`config.mk`:
```
export PLATFORM = sky130hd
export DESIGN_NAME = mem_stage_lsu
export DESIGN_NICKNAME = d
export VERILOG_FILES = /design/src/rtl/riscv_pkg.sv /design/src/rtl/lsu_align.sv /design/src/rtl/mem_stage_lsu.sv
export SDC_FILE = /design/constraint.sdc
export NUM_CORES = 1
export LEC_CHECK = 0
export CAP_MARGIN = 15
export CORE_AREA = 2 2 231 233
export CTS_CLUSTER_DIAMETER = 80
export CTS_CLUSTER_SIZE = 16
export DETAILED_ROUTE_END_ITERATION = 6
export DIE_AREA = 0 0 233 235
export GPL_TIMING_DRIVEN = 0
export PLACE_DENSITY = 0.61
export SLEW_MARGIN = 20
export SYNTH_ARGS = -nofsm -noshare
export SYNTH_HDL_FRONTEND = slang
export SYNTH_SLANG_ARGS = --single-unit
```
`constraint.sdc`:
```
create_clock -name clk_i -period 18 [get_ports clk_i]
set_input_delay 1.8 -clock clk_i [delete_from_list [all_inputs] [get_ports clk_i]]
set_output_delay 1.8 -clock clk_i [all_outputs]
set_load 0.02 [all_outputs]
```
`src/rtl/riscv_pkg.sv`:
```
// Shared RISC-V core types: ALU/LSU operation codes, exception causes,
// load/store stage FSM states and the MEM/WB register record.
package riscv_pkg;

    localparam logic [31:0] NOP_INSTR = 32'h0000_0013;

    typedef enum logic [4:0] {
        ALU_ADD, ALU_SUB, ALU_AND, ALU_OR, ALU_XOR, ALU_SLL, ALU_SRL, ALU_SRA,
        ALU_SLT, ALU_SLTU, ALU_LB, ALU_LH, ALU_LW, ALU_LBU, ALU_LHU,
        ALU_SB, ALU_SH, ALU_SW
    } alu_ctrl_e;

    typedef enum logic [3:0] {
        LD_MISALIGN = 4'd4,
        LD_FAULT    = 4'd5,
        ST_MISALIGN = 4'd6,
        ST_FAULT    = 4'd7
    } exc_cause_e;

    typedef enum logic [1:0] {
        LSU_IDLE,
        LSU_REQ,
        LSU_RSP,
        LSU_HOLD
    } lsu_state_e;

    typedef struct packed {
        logic [31:0] pc;
        logic [31:0] instr;
        logic [31:0] rd_data;
        logic [4:0]  rd_addr;
        logic        rd_wr_ena;
        logic [31:0] mem_addr;
        logic [31:0] mem_data;
        logic        exc;
        logic [3:0]  exc_cause;
        logic        tb_mem_wrt;
        logic        tb_mem_read;
        logic        tb_update;
    } memwb_t;

    function automatic logic is_load(alu_ctrl_e op);
        return (op == ALU_LB) || (op == ALU_LH) || (op == ALU_LW) ||
               (op == ALU_LBU) || (op == ALU_LHU);
    endfunction

    function automatic logic is_store(alu_ctrl_e op);
        return (op == ALU_SB) || (op == ALU_SH) || (op == ALU_SW);
    endfunction

endpackage

```
`src/rtl/lsu_align.sv`:
```
// Combinational byte-lane logic: store lane replication and byte enables,
// load byte/half extraction with sign/zero extension, misalignment detect.
module lsu_align
    import riscv_pkg::*;
#(
    parameter bit ALIGN_CHECK = 1'b1
) (
    input  alu_ctrl_e   op,
    input  logic [1:0]  addr_lo,
    input  logic [31:0] wdata,
    input  logic [31:0] rdata,
    output logic [3:0]  be,
    output logic [31:0] wdata_lane,
    output logic [31:0] load_data,
    output logic        misaligned
);

    logic        misal_raw;
    logic [1:0]  off;
    logic [7:0]  rbytes [4];
    logic [7:0]  byte_sel;
    logic [15:0] half_sel;

    always_comb begin
        misal_raw = 1'b0;
        case (op)
            ALU_LH, ALU_LHU, ALU_SH: misal_raw = addr_lo[0];
            ALU_LW, ALU_SW:          misal_raw = |addr_lo;
            default:                 misal_raw = 1'b0;
        endcase
    end

    // Without the check, a misaligned access is issued as if it were at offset 0.
    assign misaligned = ALIGN_CHECK ? misal_raw : 1'b0;
    assign off        = (!ALIGN_CHECK && misal_raw) ? 2'b00 : addr_lo;

    genvar gi;
    generate
        for (gi = 0; gi < 4; gi++) begin : g_rbyte
            assign rbytes[gi] = rdata[8*gi +: 8];
        end
    endgenerate

    assign byte_sel = rbytes[off];
    assign half_sel = off[1] ? rdata[31:16] : rdata[15:0];

    always_comb begin
        be         = 4'b1111;
        wdata_lane = wdata;
        case (op)
            ALU_SB: begin
                be         = 4'b0001 << off;
                wdata_lane = {4{wdata[7:0]}};
            end
            ALU_SH: begin
                be         = 4'b0011 << {off[1], 1'b0};
                wdata_lane = {2{wdata[15:0]}};
            end
            default: ;
        endcase
    end

    always_comb begin
        case (op)
            ALU_LB:  load_data = {{24{byte_sel[7]}}, byte_sel};
            ALU_LBU: load_data = {24'h0, byte_sel};
            ALU_LH:  load_data = {{16{half_sel[15]}}, half_sel};
            ALU_LHU: load_data = {16'h0, half_sel};
            default: load_data = rdata;
        endcase
    end

endmodule

```
`src/rtl/mem_stage_lsu.sv`:
```
// MEM pipeline stage with a req/gnt/rvalid data-memory port, wait-state
// handling, load/store exceptions and the MEM/WB register.
module mem_stage_lsu
    import riscv_pkg::*;
#(
    parameter int          XLEN        = 32,
    parameter logic [31:0] RESET_PC    = 32'h8000_0000,
    parameter logic [31:0] NOP_INSTR   = riscv_pkg::NOP_INSTR,
    parameter bit          ALIGN_CHECK = 1'b1
) (
    input  logic            clk_i,
    input  logic            rst_i,
    input  logic            valid_i,
    input  logic [XLEN-1:0] pc_i,
    input  logic [XLEN-1:0] instr_i,
    input  alu_ctrl_e       op_i,
    input  logic [XLEN-1:0] rd_data_i,
    input  logic [4:0]      rd_addr_i,
    input  logic            rd_wr_ena_i,
    input  logic [XLEN-1:0] mem_addr_i,
    input  logic [XLEN-1:0] mem_wdata_i,
    input  logic            stall_wb_i,
    output logic            stall_mem_o,
    output logic            dmem_req_o,
    output logic            dmem_we_o,
    output logic [XLEN-1:0] dmem_addr_o,
    output logic [3:0]      dmem_be_o,
    output logic [XLEN-1:0] dmem_wdata_o,
    input  logic            dmem_gnt_i,
    input  logic            dmem_rvalid_i,
    input  logic [XLEN-1:0] dmem_rdata_i,
    input  logic            dmem_err_i,
    output logic [XLEN-1:0] pc_o,
    output logic [XLEN-1:0] instr_o,
    output logic [XLEN-1:0] rd_data_o,
    output logic [4:0]      rd_addr_o,
    output logic            rd_wr_ena_o,
    output logic [XLEN-1:0] mem_addr_o,
    output logic [XLEN-1:0] mem_data_o,
    output logic            exc_o,
    output logic [3:0]      exc_cause_o,
    output logic            tb_mem_wrt_o,
    output logic            tb_mem_read_o,
    output logic            tb_update_o
);

    if (XLEN != 32) begin : g_xlen_check
        $error("mem_stage_lsu supports XLEN=32 only");
    end

    lsu_state_e  state_reg, state_next;
    memwb_t      wb_reg, wb_next, hold_reg, hold_next;
    memwb_t      bubble_rec, pass_rec, retire_rec;
    logic        orphan_reg, orphan_next;
    logic        op_load, op_store, misal_raw, misal, mem_go;
    logic [3:0]  be;
    logic [31:0] wdata_lane, load_data;

    lsu_align #(.ALIGN_CHECK(ALIGN_CHECK)) u_align (
        .op         (op_i),
        .addr_lo    (mem_addr_i[1:0]),
        .wdata      (mem_wdata_i),
        .rdata      (dmem_rdata_i),
        .be         (be),
        .wdata_lane (wdata_lane),
        .load_data  (load_data),
        .misaligned (misal_raw)
    );

    assign op_load  = valid_i && is_load(op_i);
    assign op_store = valid_i && is_store(op_i);
    assign misal    = (op_load || op_store) && misal_raw;
    assign mem_go   = (op_load || op_store) && !misal && !rst_i;

    always_comb begin
        bubble_rec       = '0;
        bubble_rec.pc    = pc_i;
        bubble_rec.instr = NOP_INSTR;

        pass_rec = bubble_rec;
        if (valid_i) begin
            pass_rec.instr       = instr_i;
            pass_rec.rd_data     = rd_data_i;
            pass_rec.rd_addr     = rd_addr_i;
            pass_rec.rd_wr_ena   = rd_wr_ena_i;
            pass_rec.mem_addr    = mem_addr_i;
            pass_rec.mem_data    = mem_wdata_i;
            pass_rec.tb_mem_read = op_load;
            pass_rec.tb_mem_wrt  = op_store;
            pass_rec.tb_update   = |instr_i;
            if (misal) begin
                pass_rec.rd_data   = '0;
                pass_rec.rd_wr_ena = 1'b0;
                pass_rec.exc       = 1'b1;
                pass_rec.exc_cause = op_load ? LD_MISALIGN : ST_MISALIGN;
            end
        end

        // Upstream holds its inputs during the access, so they still describe it.
        retire_rec             = pass_rec;
        retire_rec.tb_mem_read = is_load(op_i);
        retire_rec.tb_mem_wrt  = is_store(op_i);
        retire_rec.rd_data     = is_load(op_i) ? load_data : rd_data_i;
        retire_rec.rd_wr_ena   = rd_wr_ena_i && !dmem_err_i;
        retire_rec.exc         = dmem_err_i;
        retire_rec.exc_cause   = 4'd0;
        if (dmem_err_i) begin
            retire_rec.rd_data   = '0;
            retire_rec.exc_cause = is_load(op_i) ? LD_FAULT : ST_FAULT;
        end
    end

    always_ff @(posedge clk_i or posedge rst_i) begin
        if (rst_i) begin
            state_reg          <= LSU_IDLE;
            wb_reg             <= '0;
            wb_reg.pc          <= RESET_PC;
            wb_reg.instr       <= NOP_INSTR;
            hold_reg           <= '0;
            orphan_reg         <= 1'b1;
        end else begin
            state_reg  <= state_next;
            wb_reg     <= wb_next;
            hold_reg   <= hold_next;
            orphan_reg <= orphan_next;
        end
    end

    always_comb begin
        state_next = state_reg;
        case (state_reg)
            LSU_IDLE: if (mem_go) state_next = dmem_gnt_i ? LSU_RSP : LSU_REQ;
            LSU_REQ:  if (dmem_gnt_i) state_next = LSU_RSP;
            LSU_RSP:  if (dmem_rvalid_i) state_next = stall_wb_i ? LSU_HOLD : LSU_IDLE;
            LSU_HOLD: if (!stall_wb_i) state_next = LSU_IDLE;
            default:  state_next = LSU_IDLE;
        endcase
    end

    always_comb begin
        wb_next           = wb_reg;
        wb_next.tb_update = 1'b0;
        hold_next         = hold_reg;
        dmem_req_o        = 1'b0;
        stall_mem_o       = stall_wb_i;
        case (state_reg)
            LSU_IDLE: begin
                if (mem_go) begin
                    dmem_req_o  = 1'b1;
                    stall_mem_o = 1'b1;
                    if (!stall_wb_i) wb_next = bubble_rec;
                end else if (!stall_wb_i) begin
                    wb_next = pass_rec;
                end
            end
            LSU_REQ: begin
                dmem_req_o  = 1'b1;
                stall_mem_o = 1'b1;
                if (!stall_wb_i) wb_next = bubble_rec;
            end
            LSU_RSP: begin
                if (dmem_rvalid_i) begin
                    if (!stall_wb_i) wb_next = retire_rec;
                    else             hold_next = retire_rec;
                end else begin
                    stall_mem_o = 1'b1;
                    if (!stall_wb_i) wb_next = bubble_rec;
                end
            end
            LSU_HOLD: begin
                stall_mem_o = 1'b1;
                if (!stall_wb_i) wb_next = hold_reg;
            end
            default: ;
        endcase
    end

    // A single stray response is tolerated after reset abandons an access.
    always_comb begin
        orphan_next = orphan_reg;
        if ((dmem_req_o && dmem_gnt_i) || (dmem_rvalid_i && state_reg != LSU_RSP))
            orphan_next = 1'b0;
    end

    rvalid_outside_rsp: assert property (@(posedge clk_i) disable iff (rst_i)
        (dmem_rvalid_i && (state_reg == LSU_IDLE || state_reg == LSU_REQ)) |-> orphan_reg);

    assign dmem_we_o    = dmem_req_o && is_store(op_i);
    assign dmem_addr_o  = dmem_req_o ? {mem_addr_i[XLEN-1:2], 2'b00} : '0;
    assign dmem_be_o    = dmem_req_o ? be : 4'b0000;
    assign dmem_wdata_o = dmem_req_o ? wdata_lane : '0;

    assign pc_o          = wb_reg.pc;
    assign instr_o       = wb_reg.instr;
    assign rd_data_o     = wb_reg.rd_data;
    assign rd_addr_o     = wb_reg.rd_addr;
    assign rd_wr_ena_o   = wb_reg.rd_wr_ena;
    assign mem_addr_o    = wb_reg.mem_addr;
    assign mem_data_o    = wb_reg.mem_data;
    assign exc_o         = wb_reg.exc;
    assign exc_cause_o   = wb_reg.exc_cause;
    assign tb_mem_wrt_o  = wb_reg.tb_mem_wrt;
    assign tb_mem_read_o = wb_reg.tb_mem_read;
    assign tb_update_o   = wb_reg.tb_update;

endmodule
```
# --- Yosys cells after proc, flatten, opt, wreduce, memory -nomap -nowiden ---
# Cells that the tools add are included.
classes:
  n_lt_le_gt_ge: 1
  eq_ne: 17
  shift: 2
  mux: 39
  bitwise_logic: 1
  reduce_logical: 26
ops:
  columns: ["cell", "count"]
  rows:
  - ["174-bit two-way mux", 6]
  - ["174-bit one-hot mux with 4 select lines", 1]
  - ["32-bit two-way mux", 5]
  - ["142-bit two-way mux", 1]
  - ["32-bit one-hot mux with 4 select lines", 1]
  - ["32-bit one-hot mux with 2 select lines", 1]
  - ["32-bit OR reduction", 1]
  - ["5-bit by 4-bit equality test with 1-bit output, second input constant", 6]
  - ["8-bit binary-select mux with 2-bit select", 1]
  - ["16-bit two-way mux", 1]
  - ["2-bit two-way mux", 8]
  - ["8-bit two-way mux", 2]
  - ["5-bit equality test, second input constant", 2]
  - ["2-bit inequality test, second input constant", 4]
  - ["2-bit one-hot mux with 4 select lines", 1]
  - ["4-bit one-hot mux with 2 select lines", 1]
  - ["1-bit logical AND", 7]
  - ["1-bit logical OR", 7]
  - ["3-bit inequality test, second input constant", 2]
  - ["3-bit AND reduction", 2]
  - ["2-bit OR reduction", 3]
  - ["5-bit two-way mux", 1]
  - ["2-bit equality test, second input constant", 2]
  - ["1-bit two-way mux", 4]
  - ["other kinds (13)", 16]
totals:
  ff_bits: 350
  input_bits: 210
  output_inout_bits: 245
  wordCells: 111

# --- Longest topological paths before layout ---
logic_depth:
  ltp_word: 14
  mapped_depth: 10
  ltp_nobuf: 6

# --- Cells and area by module ---
# From an unflattened synthesis, not the netlist that was laid out.
hier_totals:
  cells_unflattened: 2142
  area_unflattened_um2: 19826.5
by_module_without_submodules:
  columns: ["module", "n_inst", "cells_each", "area_per_inst_um2", "seq_area_each_um2"]
  rows:
  - ["mem_stage_lsu", 1, 1984, 18651.6, 8688.3]
  - ["lsu_align", 1, 158, 1174.9, 0.0]

# --- Least setup slack after synthesis ---
# No wires, ideal clock.
synth_timing:
  path_kind: "input port to flip-flop"
  from: "input rst_i"
  to: "register wb_reg (netlist bit rd_data_o[2])"
  setup_time_ns: 0.135
  t_arrival_ns: 11.402
  t_required_ns: 17.865
  path_slack_ns: 6.463
  stages: 6
  n_path_buf: 1
  path_cell_list: "inv_1 -> a221oi_1 -> and2_1 -> clkbuf_1 -> a221oi_1 -> o31ai_1"
synth_between:
  elab_chain_len: 4
  elab_cells_between_ends: 6
  classes_between: "eq/ne: 1; mux: 2; reduce/logical: 3"
synth_rtl:
  columns: ["item", "line", "source"]
  rows:
  - ["start: declaration", "mem_stage_lsu.sv:12", "input logic rst_i,"]
  - ["1-bit zero test (no source line) (*)", null, null]
  - ["1-bit logical AND (*)", "mem_stage_lsu.sv:73", "assign mem_go = (op_load || op_store) && !misal && !rst_i;"]
  - ["174-bit two-way mux or 3-bit inequality test (tied branches)", null, null]
  - ["174-bit one-hot mux with 4 select lines or 3-bit AND reduction (tied branches)", null, null]
  - ["end signal: assignment", "mem_stage_lsu.sv:123", "wb_reg <= wb_next;"]
  - ["end: declaration", "mem_stage_lsu.sv:52", "memwb_t wb_reg, wb_next, hold_reg, hold_next;"]
# Mark *: on every way between the ends. The rest lies on a longest branch, timed or not.
# A chain may end at the register's enable or synchronous reset.

# --- Worst setup path after layout ---
layout_timing:
  from: "input op_i[2]"
  to: "output dmem_wdata_o[6]"
layout_between:
  elab_chain_len: 14
  elab_cells_between_ends: 27
  classes_between: "eq/ne: 8; mux: 4; reduce/logical: 15"
layout_rtl:
  columns: ["item", "line", "source"]
  rows:
  - ["start: declaration", "mem_stage_lsu.sv:16", "input alu_ctrl_e op_i,"]
  - ["5-bit by 4-bit equality test with 1-bit output (on tied branches)", "riscv_pkg.sv:43, lsu_align.sv:26", null]
  - ["1-bit logical OR (3 in a row)", "riscv_pkg.sv:43", "return (op == ALU_LB) || (op == ALU_LH) || (op == ALU_LW) ||"]
  - ["1-bit logical OR", "riscv_pkg.sv:44", "(op == ALU_LBU) || (op == ALU_LHU);"]
  - ["1-bit logical AND", "mem_stage_lsu.sv:70", "assign op_load = valid_i && is_load(op_i);"]
  - ["1-bit logical OR", "mem_stage_lsu.sv:72, mem_stage_lsu.sv:73", null]
  - ["1-bit logical AND", "mem_stage_lsu.sv:72", "assign misal = (op_load || op_store) && misal_raw;"]
  - ["1-bit zero test", "mem_stage_lsu.sv:73", null]
  - ["1-bit logical AND (*) (2 in a row)", "mem_stage_lsu.sv:73", null]
  - ["1-bit two-way mux (*)", "mem_stage_lsu.sv:148", "if (mem_go) begin"]
  - ["1-bit one-hot mux with 2 select lines (*)", "mem_stage_lsu.sv:146", "case (state_reg)"]
  - ["32-bit two-way mux (*)", "mem_stage_lsu.sv:191", "assign dmem_wdata_o = dmem_req_o ? wdata_lane : '0;"]
  - ["end: declaration", "mem_stage_lsu.sv:28", "output logic [XLEN-1:0] dmem_wdata_o,"]
# Marks and branches as above.

==> metrics.md <==
| Metric | Value |
|---|---|
| Placer Congestion | `between 0.9 and 1` |
| GRT Residual Overflow | `0` |
| Core ar. | `52240 µm²` |
| Startpoint class of the critical path | `input pin` |
| Synth top area share | `47.47%` |
| Layout cell share with drive strength beyond 1 | `~5.3%` |
| Area contributors post-synth | `dfrtp_1 (47%), nand2_1 (9.5%), o21ai_0 (8.7%), a21oi_1 (5.0%), clkbuf_1 (3.1%)` |
| Setup-failing EPs final | `0` |
| Initial antenna violation count | `3` |
| Post-route setup TNS | `0 ns` |
| Power per Cell Area | `approximately 150 nW/µm²` |
| Fmax | `around 130 MHz` |
| Most common cell in the synthesized netlist | `nand2_1` |
| Relative slew slack | `approximately a quarter` |
| CP Capture Type | `primary output` |
| Slew of the pin with the lowest slew margin | `about 1.1 ns` |
| Status | `completed` |
| Clk_lat worst skew | `a little over 0.6 ns` |
| Reg2Reg Capture Point | `hold_reg[93]` |
| Leak | `a little over 10 nW` |
| Largest net degree at the start of global routing | `between 80 and 90` |
| Primary FF master, synth | `dfrtp_1` |
| Synthesis-to-finish area growth | `35.32%` |
| Clock skew | `0.03842 ns` |
| Leading area contributor after synthesis | `dfrtp_1` |
| Num CTS Buffers | `29` |
| Post-CTS Hold Buffers | `0` |
| Worst path required time | `approximately 16 ns` |
| Final Hold Viols | `0` |
| CP Class | `in2out` |
| CTS sink cnt | `roughly 350` |
| Initial DRC count | `~1800` |
| Clock slew at reported path FFs | `~0.07 ns` |
| Vias per cell | `roughly 5.7` |
| Initial Util | `between 30 and 40%` |
| Final min period | `7.909 ns` |
| TritonRoute pass-1 iters | `6` |
| Die Y-Extent | `between 200 and 250 µm` |
| Clock Tree Root | `clkbuf_16` |
| Final hold slack | `0.4610 ns` |
| Worst setup endpoint | `dmem_wdata_o[6]` |
| Commonest cells post-synth | `nand2_1 (459), dfrtp_1 (343), o21ai_0 (313)` |
| Max Slew Vio Count | `0` |
| Synth cell types | `a little over 70` |
| Port Buffers | `448` |
| All-Layer GR Usage | `29.05%` |
| R2R cell count | `9` |
| Reg-to-reg critical path startpoint | `state_reg[0]` |
| Maximum clock path buffer count | `3` |
| Data arrival, critical path | `6.11 ns` |
| Io pins | `approximately 460` |
| RSZ-0062 raised after global routing | `false` |
| Critical path startpoint | `op_i[2]` |
| Peak VDD IR | `~0.085 mV` |
| Async SR Flop Fraction | `100.0%` |
| CTS tree | `built` |
| Seq/Total Area, Yosys | `48.05%` |
| Crit share post-route | `43.94%` |
| Routed Antenna Nets | `0` |
| Post-CTS resize count | `0` |
| Max FFs per register | `~170` |
| First-pass GRT wire length | `roughly 120000 µm` |
| Die ar. | `54760 µm²` |
| Yosys reg bits | `approximately 350` |
| R2R Setup Slk | `between 10 and 15 ns` |
| Die width | `around 230 µm` |
| DP Wirelength | `approximately 63000 µm` |
| Post-synth EDFFs | `0` |
| Vias in the first global route | `18510` |
| Cell area after synthesis | `about 18000 µm²` |
| Cell count after synthesis | `2117` |
| Final WL | `just over 80000 µm` |
| Fin nets | `between 2000 and 3000` |
| Max-cap violations | `0` |
| Setup Buffers After CTS | `0` |
| Routed WL per cell | `between 20 and 25 µm` |
| Yosys warning total | `0` |
| Post-Syn Area per Cell | `approximately 8.5 µm²` |
| H-tree Lvls | `1` |
| DRC Markers | `0` |
| Site row count | `84` |
| HP Class | `reg2reg` |
| Worst-path maximum fanout | `10` |
| Vias | `about 19000` |
per-layer routing:
layer | GRT usage, % | wire (µm) | share of wire, % | vias to the layer above
met5 | 0 | 30 | 0.037 | -
met1 | 39.17 | 34080 | 42 | 9385
li1 | - | - | - | 8470
met3 | 5.182 | 6651 | 8.1 | 191
met4 | 9.940 | 3187 | 3.9 | 4
met2 | 46.87 | 37770 | 46 | 956
power breakdown:
part	switching (mW)	internal, mW
Combinational	0.990	0.690
Sequential	0.214	1.08
Clock	0.318	0.322
cells in the final DEF (no fill, tap or decap), types with 23 or more instances in the layout:
cell,n
a31oi_1,28
clkbuf_1,155
clkbuf_16,29
o22ai_1,23
o21ai_0,313
nand2_1,459
o2bb2ai_1,28
nor2_1,134
clkdlybuf4s50_1,448
a21oi_1,180
and2_1,46
mux2i_1,50
dfrtp_1,343
a22oi_1,27
mux2_2,40
cell type report:
class | instances | area [µm²]
antenna | 1 | 2.502
buffer | 185 | 725.7
clock buffer | 37 | 775.7
clock inverter | 10 | 111.4
fill | 5049 | 27770
inverter | 20 | 82.58
multi-input combinational | 1566 | 8608
sequential | 347 | 8688
tap | 688 | 860.8
timing repair buffer | 454 | 4613
critical path, stage by stage:
cell and delay, ns:
clkdlybuf4s50_1 0.53, clkbuf_1 0.36, inv_1 0.22, o22a_1 0.33
a2111oi_4 0.81, o21ai_1 0.40, inv_2 0.21, clkbuf_1 0.60
and2_1 0.23, clkdlybuf4s50_1 0.61
worst min path at each step:
stage	startpoint	end	slack, ns	depth (start not counted)
3_3_place_gp	instr_o[0]	instr_o[0]	0.45	2
5_1_grt	instr_o[0]	instr_o[0]	0.49	2
4_1_cts	instr_o[4]	instr_o[4]	0.46	2
2_1_floorplan	hold_reg[80]	hold_reg[80]	0.44	2
3_5_place_dp	instr_o[4]	instr_o[4]	0.45	2
6_report	instr_o[4]	instr_o[4]	0.46	2
cell families (layout without fill, tap and decap cells):
group / Yosys count / count (layout) / share of synthesized area (%)
xor+xnor: 1 / 1 / 0.04845
fa+ha+maj: 1 / 1 / 0.05536
compound gates: 756 / 756 / 25.37
simple gates: 716 / 716 / 16.77
flops: 347 / 347 / 48.05
mux: 90 / 90 / 5.259
other cells: 1 / 3 / 0.02074
buf+inv: 205 / 706 / 4.428
per-stage QoR:
step | setup slack [ns] | cell area [µm²] | utilization (%) | instances | power, mW
6_report | 10.09 | 24470 | 46.84 | 3308 | 3.615
5_1_grt | 9.988 | 24470 | 46.84 | 3307 | 3.811
4_1_cts | 10.25 | 24470 | 46.84 | 3307 | 3.609
3_5_place_dp | 10.25 | 23580 | 45.14 | 3260 | 2.964
3_3_place_gp | 1.412 | 23430 | 44.86 | 3254 | 2.921
2_1_floorplan | 6.463 | 18090 | - | 2118 | 2.178
No activity file was read; power rests on OpenSTA's default activity.
==> RTL change (same flow settings) <==
`ALIGN_CHECK` is set to 1'b1 in 2 places; all go to 1'b0.
--- a/src/rtl/lsu_align.sv
+++ b/src/rtl/lsu_align.sv
@@ -4,5 +4,5 @@
     import riscv_pkg::*;
 #(
-    parameter bit ALIGN_CHECK = 1'b1
+    parameter bit ALIGN_CHECK = 1'b0
 ) (
     input  alu_ctrl_e   op,
--- a/src/rtl/mem_stage_lsu.sv
+++ b/src/rtl/mem_stage_lsu.sv
@@ -7,5 +7,5 @@
     parameter logic [31:0] RESET_PC    = 32'h8000_0000,
     parameter logic [31:0] NOP_INSTR   = riscv_pkg::NOP_INSTR,
-    parameter bit          ALIGN_CHECK = 1'b1
+    parameter bit          ALIGN_CHECK = 1'b0
 ) (
     input  logic            clk_i,
Check against the original RTL: not equivalent (a bounded check fails within 4 cycles, from zero or initial values and one cycle with rst_i high).
==> RTL change against the original RTL <==
Utilization is 0.44 points higher. Register-to-register slack better by 720 ps. First-iteration DRC count is 9.5% higher. Routed wire length is 3.5% lower. Total power is 1.8% lower. Global-route usage is 1.2 points lower. Setup slack worse by 470 ps. Final area is 0.93% higher. Sequential cell count stayed put. Synthesized area is 0.73% higher. Clock skew is 8.2 ps lower. Count of clock-buffer cells in the layout stayed put.
==> RTL change: results (changes against the original RTL) <==
* Status: complete, no violations
* Yosys cell types at 77 (+6.9%)
* Initial antenna violation count at 4 (+1)
* Worst skew pair latency at 590 ps (-20 ps)
* Worst R2R Setup Slack at 14,390 ps (+720 ps)
* RR Startpoint: state_reg[1]
* DR vias at 18.9k (-0.32%)
* LEAKAGE at 10.4 nW (+3.5%)
* Total placed cells including tap cells at 3,249 (-0.34%)
* Routability Congestion at 0.955 (+1.7%)
* Drt via density at 5.74 (about the same)
* Share of cells above drive strength 1 at 0.0468 (-0.00628)
* Nets@finish at 2,802 (-0.39%)
* GRT Util Overall at 0.278 (-0.0124)
* Skew final at 30.2 ps (-8.18 ps)
* Hold WS at 474 ps (+13.4 ps)
* Post-DP HPWL at 58.5 mm (-7.4%)
* CP max stage delay at 650 ps (-160 ps)
* Largest net degree at the start of global routing at 81 (-6.9%)
* CP max stage cell: clkbuf_1
* Reg-to-reg endpoint: hold_reg[84]
* Max FO, Critical Path at 73 (+63)
* Reg2reg path depth at 7 (-2)
* Slew headroom at 0.259 (+0.00156)
* Register area share after synthesis at 0.477 (-0.00347)
* Top post-synthesis cells by area: dfrtp_1, nand2_1, a221o_1, o21ai_0, nor2_1
* Hold Startpoint: hold_reg[143]
* DR pass1 iterations at 5 (-1)
## RTL change: worst max-delay path by stage
| stage | slack, ps | cells after the start | from | endpoint |
|---|---|---|---|---|
| final | 9620 | 12 | rst_i | dmem_wdata_o[13] |
| after global routing | 9510 | 12 | rst_i | dmem_wdata_o[11] |
| after CTS | 9760 | 12 | rst_i | dmem_be_o[2] |
| after detailed placement | 9760 | 12 | rst_i | dmem_be_o[2] |
| after global placement | -3610 | 12 | rst_i | dmem_addr_o[20] |
| after floorplan | 3490 | 9 | rst_i | dmem_be_o[2] |
## RTL change: cell type report
cell class / count / area (sq um)
Sequential cell: 347 / 8690
Antenna cell: 3 / 7.51
Clock inverter: 9 / 179
Multi-Input combinational cell: 1564 / 8770
Fill cell: 4999 / 27500
Tap cell: 688 / 861
Inverter: 11 / 48.8
Clock buffer: 37 / 786
Timing Repair Buffer: 455 / 4620
Buffer: 184 / 737
## RTL change: logic make-up (layout without fill, tap and decap cells)
logic type,Yosys count,in the layout,synth area share
DFF,347,347,0.477
and+or+nand+nor,897,897,0.212
AOI/OAI and AO/OA,624,624,0.245
buffers and inverters,195,696,0.0427
muxes,40,40,0.0225
other,1,5,0.000206
xor gates and xnor gates,1,1,0.000481
## RTL change: per-layer routing
layer | vias up | share of wire | GRT usage
li1 | 8474 | - | -
met1 | 9354 | 0.41 | 0.366
met2 | 978 | 0.47 | 0.464
met3 | 140 | 0.088 | 0.0542
met4 | 0 | 0.031 | 0.0782
met5 | - | 0 | 0
## RTL change: worst max-delay path, delay by kind of cell
family                 cells  cell delay, ps
and+or+nand+nor            4            1150
buffers and inverters      7            3490
AOI/OAI and AO/OA          1             130
## RTL change: through the flow
step / setup slack [ps] / utilization / instance area (sq um)
6_report: 9620 / 0.473 / 24700
5_1_grt: 9510 / 0.473 / 24700
4_1_cts: 9760 / 0.473 / 24700
3_5_place_dp: 9760 / 0.454 / 23700
3_3_place_gp: -3610 / 0.451 / 23600
2_1_floorplan: 3490 / - / 18200
## RTL change: power breakdown
group          total, mW  switching, mW  internal, mW
Sequential          1.24          0.182          1.06
Combinational       1.63          0.940         0.689
Clock              0.684          0.317         0.367
Total               3.55           1.44          2.11
